### src/rtl/bp_sacc_spm_arbiter.sv
// bp_sacc_spm_arbiter
//   Shares the accelerator's single-port scratchpad (1-cycle synchronous read)
//   between the IO command path (port 0) and the accel engine (port 1).
//   Round-robin grant, one outstanding access per port, per-port response
//   register with valid/yumi handshake, per-port accepted-write counters.
//
// Ports
//   clk_i        clock
//   reset_n_i    asynchronous active-low reset
//   req_v_i      per-port request valid
//   req_w_i      per-port write (1) / read (0)
//   req_addr_i   per-port word address, port i at [i*aw +: aw]
//   req_data_i   per-port write data, port i at [i*dw +: dw]
//   req_ready_o  per-port accept (request taken when req_v_i & req_ready_o)
//   resp_v_o     per-port response valid
//   resp_data_o  per-port read data ('0 for writes and out-of-range reads)
//   resp_yumi_i  per-port response consume
//   spm_v_o      SPM enable
//   spm_w_o      SPM write enable
//   spm_addr_o   SPM address
//   spm_data_o   SPM write data
//   spm_data_i   SPM read data, valid the cycle after a read enable
//   wr_cnt_o     per-port accepted-write count, port i at [i*cw +: cw]
module bp_sacc_spm_arbiter #(
  parameter int unsigned data_width_p = 64,
  parameter int unsigned els_p        = 20,
  parameter int unsigned cnt_width_p  = 64,
  localparam int unsigned addr_width_lp = (els_p <= 1) ? 1 : $clog2(els_p)
) (
  input  logic                        clk_i,
  input  logic                        reset_n_i,
  input  logic [1:0]                  req_v_i,
  input  logic [1:0]                  req_w_i,
  input  logic [2*addr_width_lp-1:0]  req_addr_i,
  input  logic [2*data_width_p-1:0]   req_data_i,
  output logic [1:0]                  req_ready_o,
  output logic [1:0]                  resp_v_o,
  output logic [2*data_width_p-1:0]   resp_data_o,
  input  logic [1:0]                  resp_yumi_i,
  output logic                        spm_v_o,
  output logic                        spm_w_o,
  output logic [addr_width_lp-1:0]    spm_addr_o,
  output logic [data_width_p-1:0]     spm_data_o,
  input  logic [data_width_p-1:0]     spm_data_i,
  output logic [2*cnt_width_p-1:0]    wr_cnt_o
);

  // Depth widened by one bit so an exact power-of-two depth still compares correctly.
  localparam logic [addr_width_lp:0] els_lp = (addr_width_lp+1)'(els_p);

  logic [1:0]                    pend_r;
  logic [1:0]                    pend_w_r;
  logic [1:0]                    pend_oor_r;
  logic [1:0]                    resp_v_r;
  logic [1:0][data_width_p-1:0]  resp_data_r;
  logic [cnt_width_p-1:0]        wr_cnt0_r;
  logic [cnt_width_p-1:0]        wr_cnt1_r;
  logic                          last_r;

  logic [1:0]                    elig;
  logic [1:0]                    grant;
  logic                          gnt_v;
  logic                          gnt_idx;
  logic                          sel_w;
  logic                          sel_oor;
  logic [addr_width_lp-1:0]      sel_addr;
  logic [data_width_p-1:0]       sel_data;

  // A port may be granted only if it has no access in flight and its response
  // slot is empty or being drained this cycle. Gating with reset_n_i keeps the
  // handshake and SPM quiet while reset is held.
  always_comb begin
    elig     = req_v_i & ~pend_r & (~resp_v_r | resp_yumi_i);
    gnt_v    = reset_n_i & (|elig);
    gnt_idx  = (elig == 2'b11) ? ~last_r : elig[1];
    grant    = '0;
    if (gnt_v) grant[gnt_idx] = 1'b1;
    sel_w    = req_w_i[gnt_idx];
    sel_addr = req_addr_i[gnt_idx*addr_width_lp +: addr_width_lp];
    sel_data = req_data_i[gnt_idx*data_width_p +: data_width_p];
    sel_oor  = ({1'b0, sel_addr} >= els_lp);
  end

  assign req_ready_o = grant;
  assign spm_v_o     = gnt_v & ~sel_oor;
  assign spm_w_o     = gnt_v & sel_w;
  assign spm_addr_o  = sel_addr;
  assign spm_data_o  = sel_data;
  assign resp_v_o    = resp_v_r;
  assign resp_data_o = resp_data_r;
  assign wr_cnt_o    = {wr_cnt1_r, wr_cnt0_r};

  always_ff @(posedge clk_i or negedge reset_n_i) begin
    if (!reset_n_i) begin
      pend_r      <= '0;
      pend_w_r    <= '0;
      pend_oor_r  <= '0;
      resp_v_r    <= '0;
      resp_data_r <= '0;
      wr_cnt0_r   <= '0;
      wr_cnt1_r   <= '0;
      last_r      <= 1'b1;
    end else begin
      // Each grant is pending for exactly one cycle: the cycle SPM read data arrives.
      pend_r <= grant;
      if (gnt_v) begin
        last_r              <= gnt_idx;
        pend_w_r[gnt_idx]   <= sel_w;
        pend_oor_r[gnt_idx] <= sel_oor;
      end
      for (int unsigned i = 0; i < 2; i++) begin
        // A completing access refills the slot even if it is consumed in the same edge.
        if (pend_r[i]) begin
          resp_v_r[i]    <= 1'b1;
          resp_data_r[i] <= (~pend_w_r[i] & ~pend_oor_r[i]) ? spm_data_i : '0;
        end else if (resp_yumi_i[i]) begin
          resp_v_r[i]    <= 1'b0;
        end
      end
      if (grant[0] & req_w_i[0]) wr_cnt0_r <= wr_cnt0_r + 1'b1;
      if (grant[1] & req_w_i[1]) wr_cnt1_r <= wr_cnt1_r + 1'b1;
    end
  end

  a_yumi_needs_valid: assert property (@(posedge clk_i) disable iff (!reset_n_i)
    ((resp_yumi_i & ~resp_v_r) == 2'b00));

endmodule

### config.mk
export PLATFORM = sky130hd
export DESIGN_NAME = bp_sacc_spm_arbiter
export DESIGN_NICKNAME = d
export VERILOG_FILES = /design/src/rtl/bp_sacc_spm_arbiter.sv
export SDC_FILE = /design/constraint.sdc
export NUM_CORES = 1
export LEC_CHECK = 0
export BUFFER_PORTS_ARGS = -buffer_cell sky130_fd_sc_hd__buf_4
export CAP_MARGIN = 10
export CELL_PAD_IN_SITES_DETAIL_PLACEMENT = 1
export CELL_PAD_IN_SITES_GLOBAL_PLACEMENT = 1
export CORE_AREA = 2 2 213 215
export DETAILED_ROUTE_END_ITERATION = 6
export DIE_AREA = 0 0 215 217
export HOLD_SLACK_MARGIN = 0.12
export PLACE_DENSITY = 0.69
export SYNTH_ARGS = -nofsm -noshare
export SYNTH_HDL_FRONTEND = slang
export SYNTH_SLANG_ARGS = --single-unit
### constraint.sdc
create_clock -name clk_i -period 2.2 [get_ports clk_i]
set_input_delay 0.33 -clock clk_i [delete_from_list [all_inputs] [get_ports clk_i]]
set_output_delay 0.33 -clock clk_i [all_outputs]
set_load 0.01 [all_outputs]
==> results.md <==
* Status: finished with violations
* Violated checks: setup timing
* Final ANT Viol Nets at 0
* Slew @ Worst Pin at 1150 ps
* Most frequent cell after synthesis: nand2_1
* Logic pwr share at 0.313
* Main synth FF type: dfrtp_1
* Peak VDD IR at between 0.5 and 0.6 mV
* Switch Pwr at ~5.4 mW
* Cell taking the most area after synthesis: dfrtp_1
* Clk buf depth at 3
* Worst setup EP type: primary output
* Critical path class: reg -> out
* DR vias at 13277
* Clock latency on the worst-skew pair at 570 ps
* Die ar. at 46700 um^2
* Antenna violations before repair at 2
* Register area share after synthesis at 0.533
* Max-Cap Viols at 0
* Fin. Hold Viols at 0
* Final period util at 1.15
* Fmax at 394 MHz
* Pre-CTS worst setup slack at -59.8 ps
* Total GRT Usage at 0.244
* Pre-antenna DRT Iters at 5
* Flop pwr share at 0.373
* Synth Instances at approximately 1400
* Sw Share at 0.320
* Syn nets at roughly 1600
* Leakage at 11.0 nW
* Yosys reg bits at 265
* CP startpoint kind: register
* TritonCTS clock tree: built
* Vias/cell at 4.84
* Syn Area/Cell at 8.85 um^2
* # H-tree levels at 1
* Ant. Diodes at 0
* Int Pwr at about 11 mW
* Top Ports at 541
* Core area at 44700 um^2
* CP Max Fanout at 9
* Synth area leaders: dfrtp_1 53%, nand2_1 12%, xor2_1 5.6%, o21ai_0 5.3%, inv_1 4.4%
* Row count at 78
* Clock-pin slew on the worst setup and hold paths at 60 ps
* Largest net degree at the start of global routing at 155
* Number of nets in the layout at 2335
* Final setup margin at -339 ps
* Layout Skew at 16.6 ps
* Max-Slew Margin vs Limit at 0.234
* First-pass GRT wire length at slightly below 90000 um
* Dpl hpwl at approximately 43000 um
* Yosys top cell area share at 0.531
* DRC at 0
* Die W at 215 um
* Root Buffer: clkbuf_16
* Final Setup Violations at 74
* Final Power at 16.9 mW
* Ys Warns at 0
* Critical Path AT at roughly 2200 ps
* EDFF count, synth at 0
* Worst hold path type: in -> async
* Minimum clock period after layout at 2540 ps
* WP data required at 1870 ps
* I/O Buffers at 540
* Starting Density at 0.278
* Post-Syn Area at around 12000 um^2
* Ys async rst share at 1.00
* Synth-to-layout area growth at 73.7%
* Placer Congestion at 0.890
* Reg2reg path depth at 9
* Clock share of power at 0.314
* Number of global-route vias before repair at 14181
* Remaining Overflow, GRT at 0
* Final wirelength at 61000 um
* Die Y at 217 um
* Fraction of layout cells with a size suffix above 1 at 0.440
* RSZ-0062 raised after global routing: true
* Synth cell count leaders: 386 x nand2_1, 264 x dfrtp_1, 146 x inv_1
* Num Clock Sinks at 265
* Unique masters post-synth at 43
* Clock buffer count from CTS at 30
* Count of final max-slew check failures at 0
* 1st-iter DRT viols at 744
* Routed WL per cell at approximately 22 um
* Total power per unit cell area at slightly below 800 nW/um^2
==> worst max-delay path, cell delays in order (launching register included) <==
cell and delay [ps]:
dfrtp_2 400, nand2b_4 170, a311o_2 400, bufbuf_16 320, nand2_1 120, nand2_1 80
buf_4 140
==> per-stage QoR <==
stage	setup TNS [ps]	instance area, um^2	hold slack, ps	utilization	instances
global route	-25760	21600	178	0.483	2745
finish	-21120	21600	64.1	0.483	2745
floorplan	-440	12400	34.4	-	1405
global placement	0	17900	346	0.401	2582
detailed placement	-223	17900	355	0.401	2582
CTS	-26660	20400	130	0.457	2732
==> cells by family (layout without fill, tap and decap cells) <==
group | Yosys count | in the layout | synth area share
multiplexers | 4 | 4 | 0.00362
AO/OA/AOI/OAI | 140 | 140 | 0.0598
flip-flops | 265 | 265 | 0.533
XOR/XNOR | 126 | 126 | 0.0887
AND/OR/NAND/NOR | 665 | 665 | 0.251
adder cells (fa/ha/maj) | 2 | 2 | 0.00201
buffers and inverters | 203 | 943 | 0.0620
==> registers in the layout, summed over array words and instances, names as in the netlist <==
| name | cells |
|---|---|
| resp_data_o | 128 |
| wr_cnt0_r | 64 |
| wr_cnt1_r | 64 |
| pend_oor_r | 2 |
| pend_r | 2 |
| pend_w_r | 2 |
| resp_v_o | 2 |
| last_r | 1 |
==> metal layers <==
metal / GRT usage / up-vias / wire length, um
li1: - / 6009 / -
met2: 0.459 / 499 / 32000
met5: 0 / - / 0
met4: 0.0929 / 0 / 2910
met3: 0.0397 / 120 / 3430
met1: 0.277 / 6649 / 22600
==> layout make-up <==
cell class,count,area (um^2)
clock buffers,42,866
clock inverters,12,179
fillers,5106,23100
inverters,146,548
multi-input cells,937,6100
flip-flops and latches,265,6640
well taps,600,751
repair buffers,743,6530
==> what timing repair did <==
| item | in CTS | in global routing |
|---|---|---|
| setup endpoints to repair | 78 | 127 |
| pin swaps | 21 | 86 |
| cloned | 10 | 9 |
| setup buffers | 20 | 5 |
| hold buffers | 67 | 0 |
| gates resized for setup | 92 | 256 |
| hold endpoints to repair | 309 | 0 |
==> path summary, 6_finish.rpt <==
path | slack [ps] | startpoint | end
setup / recovery | -340 | pend_r[1] | spm_data_o[53]
hold / removal | 60 | reset_n_i | wr_cnt1_r[7]
setup reg to reg | -10 | pend_r[1] | wr_cnt1_r[63]
hold reg to reg | 480 | wr_cnt1_r[63] | wr_cnt1_r[63]
max in group asynchronous | 770 | reset_n_i | resp_data_o[34]
min in group clk_i | 230 | resp_yumi_i[1] | resp_v_o[1]
==> power groups by stage <==
stage / registers (mW) / logic [mW] / clock network (mW)
after floorplan: 6.64 / 1.18 / 0
after global placement: 6.32 / 4.28 / 0
after detailed placement: 6.36 / 4.37 / 0
after CTS: 6.28 / 4.88 / 5.46
after global routing: 6.40 / 5.64 / 5.64
final: 6.29 / 5.29 / 5.31
==> cells in the final DEF (no fill, tap or decap), types with 12 or more instances in the layout <==
master           n
buf_6           64
and3_1          22
o21ai_0        131
buf_12          15
nor3_1          36
buf_4          577
nand4_1         47
nor2_1          33
nand2_4         51
xor2_1          79
nor4_2          12
nor4_4          15
clkbuf_16       37
xnor2_1         47
nand3_1         46
dfrtp_1        259
inv_1          146
nand2_1        246
dlygate4sd3_1   67
nand2_2         88
No activity file was read; power rests on OpenSTA's default activity.
